===== src/rtl/conv_tile_scheduler.sv =====
// conv_tile_scheduler
// Top-level sequencer for the convolution engine. Walks the output feature map
// tile by tile in row-major order (col inner, channel tile innermost). For each
// channel tile it pulses the load unit and then the MAC unit. After the last
// channel tile it pulses the store unit. Each pulse is followed by a wait for
// that unit's done.
//
// Ports:
//   clk, rst_n             clock (rising edge), asynchronous active-low reset
//   start_i                run request, sampled in IDLE only
//   busy_o                 high whenever the scheduler is not idle
//   done_o                 one-cycle pulse at the end of a run
//   load_start_o           one-cycle pulse to the load unit
//   load_done_i            load unit completion
//   mac_start_o            one-cycle pulse to the MAC unit
//   acc_clear_o            with mac_start_o on the first channel tile
//   mac_done_i             MAC unit completion
//   store_start_o          one-cycle pulse to the store unit
//   store_done_i           store unit completion
//   row_idx_o, col_idx_o   current output tile position
//   ch_idx_o               current input-channel tile
module conv_tile_scheduler #(
   parameter int ROW_TILES = 4,
   parameter int COL_TILES = 4,
   parameter int CH_TILES  = 2,
   localparam int RW = (ROW_TILES > 1) ? $clog2(ROW_TILES) : 1,
   localparam int CW = (COL_TILES > 1) ? $clog2(COL_TILES) : 1,
   localparam int HW = (CH_TILES  > 1) ? $clog2(CH_TILES)  : 1
) (
   input  logic          clk,
   input  logic          rst_n,
   input  logic          start_i,
   output logic          busy_o,
   output logic          done_o,
   output logic          load_start_o,
   input  logic          load_done_i,
   output logic          mac_start_o,
   output logic          acc_clear_o,
   input  logic          mac_done_i,
   output logic          store_start_o,
   input  logic          store_done_i,
   output logic [RW-1:0] row_idx_o,
   output logic [CW-1:0] col_idx_o,
   output logic [HW-1:0] ch_idx_o
);

   typedef enum logic [2:0] {
      S_IDLE  = 3'd0,
      S_LOAD  = 3'd1,
      S_LWAIT = 3'd2,
      S_MAC   = 3'd3,
      S_MWAIT = 3'd4,
      S_STORE = 3'd5,
      S_SWAIT = 3'd6,
      S_DONE  = 3'd7
   } state_t;

   localparam logic [RW-1:0] ROW_LAST = RW'(ROW_TILES - 1);
   localparam logic [CW-1:0] COL_LAST = CW'(COL_TILES - 1);
   localparam logic [HW-1:0] CH_LAST  = HW'(CH_TILES - 1);

   state_t        state_r;
   logic          busy_r;
   logic          done_r;
   logic          load_start_r;
   logic          mac_start_r;
   logic          acc_clear_r;
   logic          store_start_r;
   logic [RW-1:0] row_r;
   logic [CW-1:0] col_r;
   logic [HW-1:0] ch_r;

   assign busy_o        = busy_r;
   assign done_o        = done_r;
   assign load_start_o  = load_start_r;
   assign mac_start_o   = mac_start_r;
   assign acc_clear_o   = acc_clear_r;
   assign store_start_o = store_start_r;
   assign row_idx_o     = row_r;
   assign col_idx_o     = col_r;
   assign ch_idx_o      = ch_r;

   // Scheduler FSM; every output is registered alongside the state it belongs to,
   // so each pulse is set on the transition into its issue state.
   always_ff @(posedge clk or negedge rst_n) begin
      if (!rst_n) begin
         state_r       <= S_IDLE;
         busy_r        <= 1'b0;
         done_r        <= 1'b0;
         load_start_r  <= 1'b0;
         mac_start_r   <= 1'b0;
         acc_clear_r   <= 1'b0;
         store_start_r <= 1'b0;
         row_r         <= '0;
         col_r         <= '0;
         ch_r          <= '0;
      end else begin
         // Pulses default low; busy defaults high and is dropped only when heading to IDLE.
         busy_r        <= 1'b1;
         done_r        <= 1'b0;
         load_start_r  <= 1'b0;
         mac_start_r   <= 1'b0;
         acc_clear_r   <= 1'b0;
         store_start_r <= 1'b0;
         case (state_r)
            S_IDLE: begin
               row_r <= '0;
               col_r <= '0;
               ch_r  <= '0;
               if (start_i) begin
                  state_r      <= S_LOAD;
                  load_start_r <= 1'b1;
               end else begin
                  state_r <= S_IDLE;
                  busy_r  <= 1'b0;
               end
            end
            S_LOAD: begin
               state_r <= S_LWAIT;
            end
            S_LWAIT: begin
               if (load_done_i) begin
                  state_r     <= S_MAC;
                  mac_start_r <= 1'b1;
                  acc_clear_r <= (ch_r == HW'(0));
               end else begin
                  state_r <= S_LWAIT;
               end
            end
            S_MAC: begin
               state_r <= S_MWAIT;
            end
            S_MWAIT: begin
               if (!mac_done_i) begin
                  state_r <= S_MWAIT;
               end else if (ch_r == CH_LAST) begin
                  state_r       <= S_STORE;
                  store_start_r <= 1'b1;
               end else begin
                  ch_r         <= ch_r + HW'(1);
                  state_r      <= S_LOAD;
                  load_start_r <= 1'b1;
               end
            end
            S_STORE: begin
               state_r <= S_SWAIT;
            end
            S_SWAIT: begin
               if (!store_done_i) begin
                  state_r <= S_SWAIT;
               end else begin
                  ch_r <= '0;
                  if ((row_r == ROW_LAST) && (col_r == COL_LAST)) begin
                     state_r <= S_DONE;
                     done_r  <= 1'b1;
                  end else if (col_r == COL_LAST) begin
                     col_r        <= '0;
                     row_r        <= row_r + RW'(1);
                     state_r      <= S_LOAD;
                     load_start_r <= 1'b1;
                  end else begin
                     col_r        <= col_r + CW'(1);
                     state_r      <= S_LOAD;
                     load_start_r <= 1'b1;
                  end
               end
            end
            S_DONE: begin
               row_r   <= '0;
               col_r   <= '0;
               ch_r    <= '0;
               state_r <= S_IDLE;
               busy_r  <= 1'b0;
            end
            default: begin
               row_r   <= '0;
               col_r   <= '0;
               ch_r    <= '0;
               state_r <= S_IDLE;
               busy_r  <= 1'b0;
            end
         endcase
      end
   end

endmodule


===== config.mk =====
export PLATFORM = sky130hd
export DESIGN_NAME = conv_tile_scheduler
export DESIGN_NICKNAME = d
export VERILOG_FILES = /design/src/rtl/conv_tile_scheduler.sv
export SDC_FILE = /design/constraint.sdc
export NUM_CORES = 1
export LEC_CHECK = 0
export ABC_AREA = 1
export ABC_CLOCK_PERIOD_IN_PS = 2800
export CAP_MARGIN = 0
export CORE_UTILIZATION = 49
export CTS_CLUSTER_SIZE = 14
export DETAILED_ROUTE_END_ITERATION = 10
export PLACE_DENSITY = 0.8
export RECOVER_POWER = 25
export SETUP_SLACK_MARGIN = 0.3
export SLEW_MARGIN = 20
export SYNTH_ARGS = -nofsm -noshare
export SYNTH_HDL_FRONTEND = slang
export SYNTH_SLANG_ARGS = --single-unit

===== constraint.sdc =====
create_clock -name clk -period 2.8 [get_ports clk]
set_clock_uncertainty 0.05 [all_clocks]
set_input_delay 0.84 -clock clk [delete_from_list [all_inputs] [get_ports clk]]
set_output_delay 0.84 -clock clk [all_outputs]
set_load 0.02 [all_outputs]

# After elaboration in Yosys (flattened, before gate mapping)
# Index checks and enable logic that the tools add are counted.
classes:
  eq_ne: 13
  n_reduce_logical: 8
  n_addsub: 3
  bitwise_logic: 1
  muxes: 36
ops:
  columns: ["operator", "count"]
  rows:
  - ["3-bit case mux with 8 select lines", 1]
  - ["1-bit 2-to-1 mux", 20]
  - ["3-bit == test, second input constant", 4]
  - ["2-bit 2-to-1 mux", 6]
  - ["3-bit 2-to-1 mux", 4]
  - ["2-bit != test, second input constant", 4]
  - ["2-bit case mux with 2 select lines", 2]
  - ["3-bit by 2-bit == test with 1-bit output, second input constant", 2]
  - ["1-bit case mux with 3 select lines", 2]
  - ["3-bit AND reduction", 2]
  - ["2-bit by 1-bit adder with 2-bit output, second input constant", 2]
  - ["2-bit == test, second input constant", 2]
  - ["4-bit AND reduction", 1]
  - ["3-bit by 1-bit == test with 1-bit output, second input constant", 1]
  - ["3-bit zero test", 1]
  - ["3-bit nonzero test", 1]
  - ["1-bit case mux with 2 select lines", 1]
  - ["2-bit nonzero test", 1]
  - ["2-bit OR reduction", 1]
  - ["1-bit adder, second input constant", 1]
  - ["1-bit logical AND", 1]
  - ["1-bit NOT", 1]
word_totals:
  output_inout_bits: 11
  word_cells: 71
  in_bits: 6
  regBits: 14

# Logic depth before layout (Yosys ltp)
# Gate-level depths: netlist (run 1).
depth:
  ltp_word: 5
  mapped_depth: 7
  ltp_nobuf: 7

# Worst setup path after synthesis (run 1)
# OpenSTA, ideal clock, no wires.
synth_timing:
  path_kind: "in2reg"
  start: "input store_done_i"
  end: "register row_r[0], in the netlist row_idx_o[0]"
  arrival_ps: 1187
  stages: 5
  required_time_ps: 2633
  path_buffers: 0
  setup_time_ps: 117
  path_slack_ps: 1446
  cell_sequence: "nand2_1 -> nand2_2 -> nand3_1 -> nand2_1 -> nand2_1"
synth_between:
  elab_chain_len: 2
synth_lines:
  columns: ["element", "line", "source"]
  rows:
  - ["from (decl)", "41", "input logic store_done_i,"]
  - ["2-bit != test (no line)", null, null]
  - ["4-bit AND reduction (no line)", null, null]
  - ["to (signal assigned)", "158", "row_r <= row_r + RW'(1);"]
  - ["to (decl)", "69", "logic [RW-1:0] row_r;"]
# No other way between the ends.
# A chain may end at the register's enable or synchronous reset.

# Worst setup path in the final report (run 1)
layout_timing:
  start: "register row_r[0], in the netlist row_idx_o[0]"
  end: "output row_idx_o[0]"
layout_lines:
  columns: ["element", "line", "source"]
  rows:
  - ["to (decl)", "42", "output logic [RW-1:0] row_idx_o,"]
# No word-level cell between the ends.

==> results.md, run 1 <==
* Std-Cell Core Area at 1190 µm²
* Clock edge transition at the registers on the reported setup and hold paths at 0.09 ns
* Post-synth cell types at 15
* Cells resized by post-CTS repair at 0
* Vias in the first global route at 559
* Clk sinks at 14
* HPWL Detailed at 1070 µm
* Final Hold Violating Endpoints at 0
* FF+latch count, synth at 14
* Clock latency on the worst-skew pair at 0.28 ns
* Overall die area at 1510 µm²
* Sum of internal, switching and leakage power at 0.982 mW
* Power density normalized to cell area at 1120 nW/µm²
* Clock tree from TritonCTS: yes
* RSZ-0062 raised after global routing: no
* H-tree Lvls at 1
* Fin. max-slew vios at 0
* Vias post-DR at 599
* Drt pass-1 iters at 4
* Result of the run: complete, no violations
* Number of routed nets with antenna violations at 0
* CTS hold repair buffers at 0
* Sequential share of the synthesized area at 52.5%
* Max Clock Freq at 0.451 GHz
* Number of buffer cells added on primary ports at 16
* DRC violation count after routing at 0
* Pin count of the biggest net entering global routing at 15
* Data required, critical path at 1.91 ns
* Number of placement rows at 12
* Arrival time of the worst setup path at 1.33 ns
* Number of antenna violations at the first check in global routing at 0
* Classification of the worst setup path: flop to primary output
* Die Width at 38.9 µm
* Worst slew slack as a fraction of its limit at 58.1%
* Top Family by Delay on Critical Path: buffers and inverters
* Leakage component of the power at 0.438 nW
* Final antenna diode count at 0
* First-pass GRT wire length at 2330 µm
* Instance count of the mapped netlist at 80
* Overall track demand over capacity in global routing at 22.6%
* Post-route worst setup slack at 0.583 ns
* DRT iter0 DRCs at 19
* Vias per inst at 5.25
* Effective utilization at floorplan at 56.2%
* Post-CTS Setup Repair Bufs at 0
* Total overflow reported by the global router at 0
* Final weighted congestion of routability-driven global placement at 0.830
* Routed len/inst at 12.5 µm
* Worst slack at placement at 0.815 ns
* TritonCTS Buffers at 3
* Average footprint of a synthesized cell at 8.34 µm²
* Synthesized net count at 88
* Critical path buffers and inverters at 1
* Number of setup violations in the final report at 0
* Portion of the clock cycle consumed by the worst path in the final layout at 79.2%
* Minimum clock period after layout at 2.22 ns
* I/O pin cnt at 17
* Worst Path Max Fanout at 4
* Area Overhead vs Synth at 32.1%
* CTS Root Buffer Type: sky130_fd_sc_hd__clkbuf_4
* Crit start category: flop
* Die height at 38.9 µm
* Fin util at 74.3%
* Synthesized area at 667 µm²
* Number of violations of the max-capacitance limit at 0
* Maximum root-to-sink buffer count at 2
* Worst Tran Pin Value at 0.626 ns
* Cell chain of the critical path: clkdlybuf4s50_1
* Worst voltage drop across the vdd grid at 0.000738 V
* Sum of negative setup slack at 0 ns
* Yosys warning count at 0
* Overall routed net length at 1420 µm
* Critical path's slowest cell: sky130_fd_sc_hd__clkdlybuf4s50_1
* Layout cell share with drive strength beyond 1 at 11.0%
* Final net count at 109
* Largest stage delay on the critical path at 0.63 ns
* Kind of end point of the critical path: primary output
* Hold/Removal Path Class: flop to flop
## layout by cell type (no fill, tap or decap)
cell | netlist | routed
sky130_fd_sc_hd__nand3_1 | 11 | 11
sky130_fd_sc_hd__dfrtp_1 | 14 | 14
sky130_fd_sc_hd__clkbuf_8 | 0 | 1
sky130_fd_sc_hd__a21oi_1 | 1 | 1
sky130_fd_sc_hd__nor2_4 | 1 | 1
sky130_fd_sc_hd__dlygate4sd3_1 | 0 | 5
sky130_fd_sc_hd__nand2_1 | 19 | 19
sky130_fd_sc_hd__nor2_1 | 10 | 10
sky130_fd_sc_hd__ha_1 | 2 | 2
sky130_fd_sc_hd__o21ai_0 | 1 | 1
sky130_fd_sc_hd__clkbuf_4 | 0 | 3
sky130_fd_sc_hd__o21ai_1 | 3 | 3
sky130_fd_sc_hd__o211ai_1 | 1 | 1
sky130_fd_sc_hd__inv_1 | 9 | 9
sky130_fd_sc_hd__nand4_1 | 1 | 1
sky130_fd_sc_hd__nand2_2 | 5 | 5
sky130_fd_sc_hd__clkdlybuf4s50_1 | 0 | 11
sky130_fd_sc_hd__nor2_2 | 1 | 1
sky130_fd_sc_hd__o22ai_1 | 1 | 1
## power by group
part,switching (mW),internal (mW)
sequential,0.0715,0.275
clock,0.0705,0.0792
combinational,0.288,0.199
total,0.430,0.553
## stage by stage
stage                     cells  area [µm²]  hold slack [ns]
after floorplan              80         667            0.494
after global placement      110         845            0.424
after detailed placement    110         845            0.422
after CTS                   114         881            0.435
after global routing        114         881            0.477
final                       114         881            0.433
## per-layer routing
layer / share of wire [%] / routed length, µm / vias up / GRT usage (%)
met2: 46 / 648 / 18 / 38.3
met1: 48 / 685 / 281 / 30.1
li1: - / - / 298 / -
met5: 0 / 0 / - / 0
met4: 0.77 / 11 / 0 / 5.17
met3: 5.2 / 74 / 2 / 3.47
## path summary, 6_finish.rpt
path	endpoint	slack [ns]	cells past startpoint	start
setup / recovery	row_idx_o[0]	0.58	1	row_idx_o[0]
hold / removal	acc_clear_o	0.43	1	ch_idx_o
setup reg to reg	row_idx_o[1]	1.41	7	col_idx_o[0]
hold reg to reg	acc_clear_o	0.43	1	ch_idx_o
max in group asynchronous	row_idx_o[0]	1.34	1	rst_n
min in group asynchronous	state_r[0]	0.95	1	rst_n
## registers in the layout (all words and copies together), names as in the netlist
signal         count
state_r            3
col_idx_o          2
row_idx_o          2
acc_clear_o        1
busy_o             1
ch_idx_o           1
done_o             1
load_start_o       1
mac_start_o        1
store_start_o      1
## logic make-up after synthesis
group | count (synthesis) | share of synthesized area (%)
DFF | 14 | 52.5
AOI/OAI and AO/OA | 7 | 5.82
buffers and inverters | 9 | 5.07
adders and majority gates | 2 | 3.75
and+or+nand+nor | 48 | 32.8
## cell usage after synthesis (all sizes together)
master   n  area [µm²]
nand2   24         103
dfrtp   14         350
nor2    12        55.1
nand3   11        55.1
inv      9        33.8
o21ai    4        20.0
ha       2        25.0
a21oi    1        5.00
nand4    1        6.26
o211ai   1        7.51
o22ai    1        6.26
## final cells by class
cell class	count	area, µm²
sequential	14	350
fill	108	305
multi-input combinational	57	283
timing repair buffer	16	160
clock buffer	4	36.3
inverter	9	33.8
tap	14	17.5
Power figures use the tool's default switching activity.
==> run 2, diff against run 1 <==
--- a/config.mk
+++ b/config.mk
@@ -6,12 +6,12 @@
 export NUM_CORES = 1
 export LEC_CHECK = 0
 export ABC_AREA = 1
-export ABC_CLOCK_PERIOD_IN_PS = 2800
+export ABC_CLOCK_PERIOD_IN_PS = 1950
 export CAP_MARGIN = 0
-export CORE_UTILIZATION = 49
+export CORE_UTILIZATION = 41
 export CTS_CLUSTER_SIZE = 14
 export DETAILED_ROUTE_END_ITERATION = 10
-export PLACE_DENSITY = 0.8
+export PLACE_DENSITY = 0.71
 export RECOVER_POWER = 25
 export SETUP_SLACK_MARGIN = 0.3
 export SLEW_MARGIN = 20
==> constraint.sdc (replaced) <==
create_clock -name clk -period 1.95 [get_ports clk]
set_clock_uncertainty 0.05 [all_clocks]
set_input_delay 0.585 -clock clk [delete_from_list [all_inputs] [get_ports clk]]
set_output_delay 0.585 -clock clk [all_outputs]
set_load 0.02 [all_outputs]
==> run 2 against run 1 <==
Wire length shrank 8.7%. Final cell count grew 2.6%. Global-route usage shrank 5.9 points. Total power grew 36%. Register-to-register slack lost 0.82 ns. First-iteration DRC count grew 32%. Sequential share of layout area grew 0.52 points. Sequential power grew 42%. Non-clock buffer count grew 1. Combinational power grew 30%. Hold slack gained 0.019 ns. Utilization shrank 17 points. Critical endpoint unchanged. Largest power group unchanged. Highest routed layer unchanged.
==> results.md, run 2 (synthesis results as in run 1) <==
* Top library cells by usage in the layout, fill and taps aside: sky130_fd_sc_hd__nand2_1, sky130_fd_sc_hd__dfrtp_1, sky130_fd_sc_hd__nand3_1
* Post-CTS Setup Repair Bufs at 0
* Top Family by Delay on Critical Path: flip-flops
* Final antenna diode count at 0
* Clock edge transition at the registers on the reported setup and hold paths at 0.09 ns
* RSZ-0062 raised after global routing: yes
* Vias per inst at 4.97
* Final weighted congestion of routability-driven global placement at 0.843
* Leakage component of the power at 0.463 nW
* Worst slew slack as a fraction of its limit at 50.3%
* Data required, critical path at 1.31 ns
* Max Clock Freq at 0.614 GHz
* Hold/Removal Path Class: flop to flop
* Cell chain of the critical path: clkdlybuf4s15_1
* Total overflow reported by the global router at 0
* CTS Root Buffer Type: sky130_fd_sc_hd__clkbuf_4
* H-tree Lvls at 1
* Kind of end point of the critical path: primary output
* Sum of negative setup slack at 0 ns
* Clock latency on the worst-skew pair at 0.28 ns
* Routed len/inst at 11.1 µm
* First-pass GRT wire length at 2130 µm
* Pin count of the biggest net entering global routing at 15
* Result of the run: complete, no violations
* Die Width at 42.3 µm
* DRT iter0 DRCs at 25
* Clk sinks at 14
* Instance area after placement at 855 µm²
* Portion of the clock cycle consumed by the worst path in the final layout at 83.5%
* Sum of internal, switching and leakage power at 1.33 mW
* Worst Tran Pin Value at 0.746 ns
* Crit start category: flop
* Arrival time of the worst setup path at 0.99 ns
* I/O pin cnt at 17
* Largest Register: state_r
* Drt pass-1 iters at 4
* Classification of the worst setup path: flop to primary output
* Minimum clock period after layout at 1.63 ns
* Number of routed nets with antenna violations at 0
* Maximum root-to-sink buffer count at 2
* Post-layout instance area at 870 µm²
* Std-Cell Core Area at 1510 µm²
* Overall routed net length at 1300 µm
* Number of buffer cells added on primary ports at 16
* Worst voltage drop across the vdd grid at 0.000644 V
* Final net count at 110
* Number of fill cells at 142
* Number of placement rows at 14
* Vias post-DR at 582
* Most common cell after layout, fill and taps aside: sky130_fd_sc_hd__nand2_1
* DRC violation count after routing at 0
* Effective utilization at floorplan at 44.3%
* Layout cell share with drive strength beyond 1 at 12.9%
* Worst Path Max Fanout at 4
* Die height at 42.3 µm
* Critical path's slowest cell: sky130_fd_sc_hd__dfrtp_1
* Number of setup violations in the final report at 0
* Critical path buffers and inverters at 1
* Fin util at 57.7%
* Number of antenna violations at the first check in global routing at 0
* HPWL Detailed at 1000 µm
* Power density normalized to cell area at 1530 nW/µm²
* CTS hold repair buffers at 0
* TritonCTS Buffers at 3
* Final Hold Violating Endpoints at 0
* Number of violations of the max-capacitance limit at 0
* Largest stage delay on the critical path at 0.40 ns
* Clock tree from TritonCTS: yes
* Overall track demand over capacity in global routing at 16.7%
* Fin. max-slew vios at 0
* Area Overhead vs Synth at 30.4%
* Overall die area at 1790 µm²
* Vias in the first global route at 494
* Number of flip-flops under the largest register name at 3
run 2: cell count changes in the layout (fill, tap and decap cells not counted), sizes merged:
cell | before | now
dlygate4sd2 | 0 | 6
dlygate4sd3 | 5 | 1
clkdlybuf4s50 | 11 | 4
clkdlybuf4s15 | 0 | 3
clkbuf | 4 | 7
run 2: final timing paths:
| path | from | endpoint | slack, ns | depth (start not counted) |
|---|---|---|---|---|
| setup / recovery | row_idx_o[0] | row_idx_o[0] | 0.32 | 1 |
| hold / removal | ch_idx_o | acc_clear_o | 0.45 | 1 |
| setup reg to reg | col_idx_o[0] | row_idx_o[0] | 0.59 | 7 |
| hold reg to reg | ch_idx_o | acc_clear_o | 0.45 | 1 |
| max in group asynchronous | rst_n | col_idx_o[0] | 0.56 | 2 |
| min in group asynchronous | rst_n | acc_clear_o | 0.82 | 2 |
run 2: final cells by class:
class                           count  area [µm²]  area share (%)
Clock buffer                        4        36.3            4.17
Inverter                            9        33.8            3.88
Multi-Input combinational cell     57         283            32.5
Tap cell                           16        20.0            2.30
Sequential cell                    14         350            40.3
Timing Repair Buffer               17         146            16.8
run 2: metal layers:
metal,vias to the layer above,track usage [%],share of wire (%)
met2,16,23.4,47
met1,262,22.5,47
li1,299,-,-
met4,0,11.3,2.6
met3,5,4.31,3.7
met5,-,0,0
run 2: power breakdown:
part	leakage (nW)	total (mW)	switching [mW]	internal (mW)
sequential	0.181	0.491	0.0970	0.394
clock	0.0210	0.208	0.0948	0.114
combinational	0.261	0.634	0.399	0.236
total	0.463	1.33	0.591	0.744
run 2: through the flow:
step	worst slack, ns	hold WS, ns	instances
floorplan	0.616	0.239	80
global placement	0.261	0.420	113
detailed placement	0.246	0.435	113
CTS	0.276	0.449	117
global route	0.277	0.471	117
finish	0.321	0.451	117
run 2: repair_timing:
action                     in CTS  in global routing
gates resized for setup        13                  5
pin swaps                       0                  0
setup endpoints to repair      11                  5
==> run 3, diff against run 2 <==
--- a/config.mk
+++ b/config.mk
@@ -6,12 +6,12 @@
 export NUM_CORES = 1
 export LEC_CHECK = 0
 export ABC_AREA = 1
-export ABC_CLOCK_PERIOD_IN_PS = 1950
+export ABC_CLOCK_PERIOD_IN_PS = 1650
 export CAP_MARGIN = 0
-export CORE_UTILIZATION = 41
+export CORE_UTILIZATION = 46
 export CTS_CLUSTER_SIZE = 14
 export DETAILED_ROUTE_END_ITERATION = 10
-export PLACE_DENSITY = 0.71
+export PLACE_DENSITY = 0.76
 export RECOVER_POWER = 25
 export SETUP_SLACK_MARGIN = 0.3
 export SLEW_MARGIN = 20
==> constraint.sdc (replaced) <==
create_clock -name clk -period 1.65 [get_ports clk]
set_clock_uncertainty 0.05 [all_clocks]
set_input_delay 0.495 -clock clk [delete_from_list [all_inputs] [get_ports clk]]
set_output_delay 0.495 -clock clk [all_outputs]
set_load 0.02 [all_outputs]
==> run 3 against run 2 <==
Hold slack better by 0.040 ns. Highest routed layer unchanged. Wire length up 5.9%. Via count up 0.52%. Combinational power up 42%. Critical path depth unchanged. Critical path type unchanged. Largest cell class unchanged. Final cell count up 0.85%. Die area fell by 10%. Register-to-register slack worse by 0.24 ns. Total power rose by 27%. Clock-buffer cell count fell by 1.
==> results.md, run 3 (synthesis results as in run 1) <==
* Final weighted congestion of routability-driven global placement at 0.834
* Count of cells along the worst register-to-register path at 7
* H-tree Lvls at 1
* Final Hold Violating Endpoints at 0
* Number of placement rows at 13
* Vias post-DR at 585
* Final antenna diode count at 0
* Most common cell after layout, fill and taps aside: sky130_fd_sc_hd__nand2_1
* Sum of negative setup slack at 0 ns
* Vias in the first global route at 509
* Largest Register: state_r
* Clock tree from TritonCTS: yes
* Arrival time of the worst setup path at 0.85 ns
* Clk sinks at 14
* Number of routed nets with antenna violations at 0
* Layout cell share with drive strength beyond 1 at 26.2%
* Number of cells on the critical path at 1
* Kind of end point of the critical path: primary output
* HPWL Detailed at 1040 µm
* Maximum root-to-sink buffer count at 2
* Leakage component of the power at 0.481 nW
* Crit start category: flop
* Portion of the clock cycle consumed by the worst path in the final layout at 84.7%
* Critical path's slowest cell: sky130_fd_sc_hd__dfrtp_1
* Hold/Removal Path Class: input port to flop
* Routed len/inst at 11.6 µm
* Pin count of the biggest net entering global routing at 15
* Clock latency on the worst-skew pair at 0.29 ns
* Max Clock Freq at 0.715 GHz
* Power density normalized to cell area at 1840 nW/µm²
* Worst setup path end: col_idx_o[0]
* Total overflow reported by the global router at 0
* Drt pass-1 iters at 4
* Cell chain of the critical path: buf_6
* Top Family by Delay on Critical Path: flip-flops
* DRC violation count after routing at 0
* Final cell count without fillers at 118
* First-pass GRT wire length at 2090 µm
* Number of antenna violations at the first check in global routing at 0
* Worst slew slack as a fraction of its limit at 49.9%
* Largest stage delay on the critical path at 0.42 ns
* I/O pin cnt at 17
* Effective utilization at floorplan at 50.6%
* Number of flip-flops under the largest register name at 3
* Critical Path Source: col_idx_o[0]
* Overall track demand over capacity in global routing at 21.0%
* Minimum clock period after layout at 1.40 ns
* Fin. max-slew vios at 0
* Critical register-to-register path endpoint: col_idx_o[1]
* Result of the run: complete, no violations
* Post-layout instance area at 918 µm²
* RSZ-0062 raised after global routing: yes
* Register-to-register path setup slack at 0.35 ns
* TritonCTS Buffers at 3
* Overall routed net length at 1370 µm
* Critical path buffers and inverters at 1
* Worst-case hold slack at 0.491 ns
* Reg2reg start: col_idx_o[1]
* Classification of the worst setup path: flop to primary output
* Die height at 40.1 µm
* Worst Path Max Fanout at 3
* Clock edge transition at the registers on the reported setup and hold paths at 0.08 ns
* CTS Root Buffer Type: sky130_fd_sc_hd__clkbuf_4
* Number of violations of the max-capacitance limit at 0
* Top library cells by usage in the layout, fill and taps aside: sky130_fd_sc_hd__nand2_1, sky130_fd_sc_hd__dfrtp_1, sky130_fd_sc_hd__nand3_1, sky130_fd_sc_hd__buf_6
* Final net count at 113
* Overall die area at 1610 µm²
* Number of setup violations in the final report at 0
* Instance area after placement at 853 µm²
* Data required, critical path at 1.10 ns
* Worst voltage drop across the vdd grid at 0.000881 V
* Std-Cell Core Area at 1320 µm²
* Number of buffer cells added on primary ports at 16
* Area Overhead vs Synth at 37.7%
* Die Width at 40.1 µm
* Vias per inst at 4.96
* Worst Tran Pin Value at 0.751 ns
* Post-Place Cells at 112
* DRT iter0 DRCs at 26
-- run 3: metrics by stage --
step | power [mW] | util [%] | worst slack (ns)
after floorplan | 1.11 | - | 0.316
after global placement | 1.38 | 64.8 | 0.0519
after detailed placement | 1.41 | 64.8 | 0.0179
after CTS | 1.65 | 67.3 | 0.242
after global routing | 1.83 | 69.7 | 0.141
final | 1.69 | 69.7 | 0.252
-- run 3: worst min-delay path by stage --
| stage | start | end | slack (ns) | depth (start not counted) |
|---|---|---|---|---|
| 5_1_grt | store_done_i | done_o | 0.51 | 3 |
| 4_1_cts | rst_n | load_start_o | 0.46 | 2 |
| 3_5_place_dp | ch_idx_o | acc_clear_o | 0.42 | 1 |
| 2_1_floorplan | rst_n | acc_clear_o | 0.15 | 0 |
| 6_report | store_done_i | done_o | 0.49 | 3 |
| 3_3_place_gp | ch_idx_o | acc_clear_o | 0.41 | 1 |
-- run 3: report_power, final --
part,switching (mW),internal (mW)
clock network,0.108,0.0849
registers,0.129,0.467
logic,0.501,0.402
total,0.739,0.953
-- run 3: area by class of cell --
cell class | instances | area (µm²)
clock buffer | 3 | 22.5
timing repair buffer | 20 | 203
sequential | 14 | 350
tap | 15 | 18.8
fill | 108 | 399
multi-input combinational | 57 | 290
inverter | 9 | 33.8
-- run 3: timing repair --
| action | in CTS | in global routing |
|---|---|---|
| gates cloned | 0 | 0 |
| pin swaps | 0 | 2 |
| gates resized for setup | 58 | 12 |
| hold buffers | 0 | 0 |
| buffers inserted | 3 | 0 |
| endpoints found under the setup margin | 15 | 18 |
-- run 3: per-layer routing --
metal | vias to the layer above | global-route usage [%] | wire (µm)
met4 | 0 | 17.2 | 36
li1 | 305 | - | -
met5 | - | 0 | 0
met1 | 262 | 25.1 | 656
met2 | 12 | 31.9 | 624
met3 | 6 | 5.00 | 57
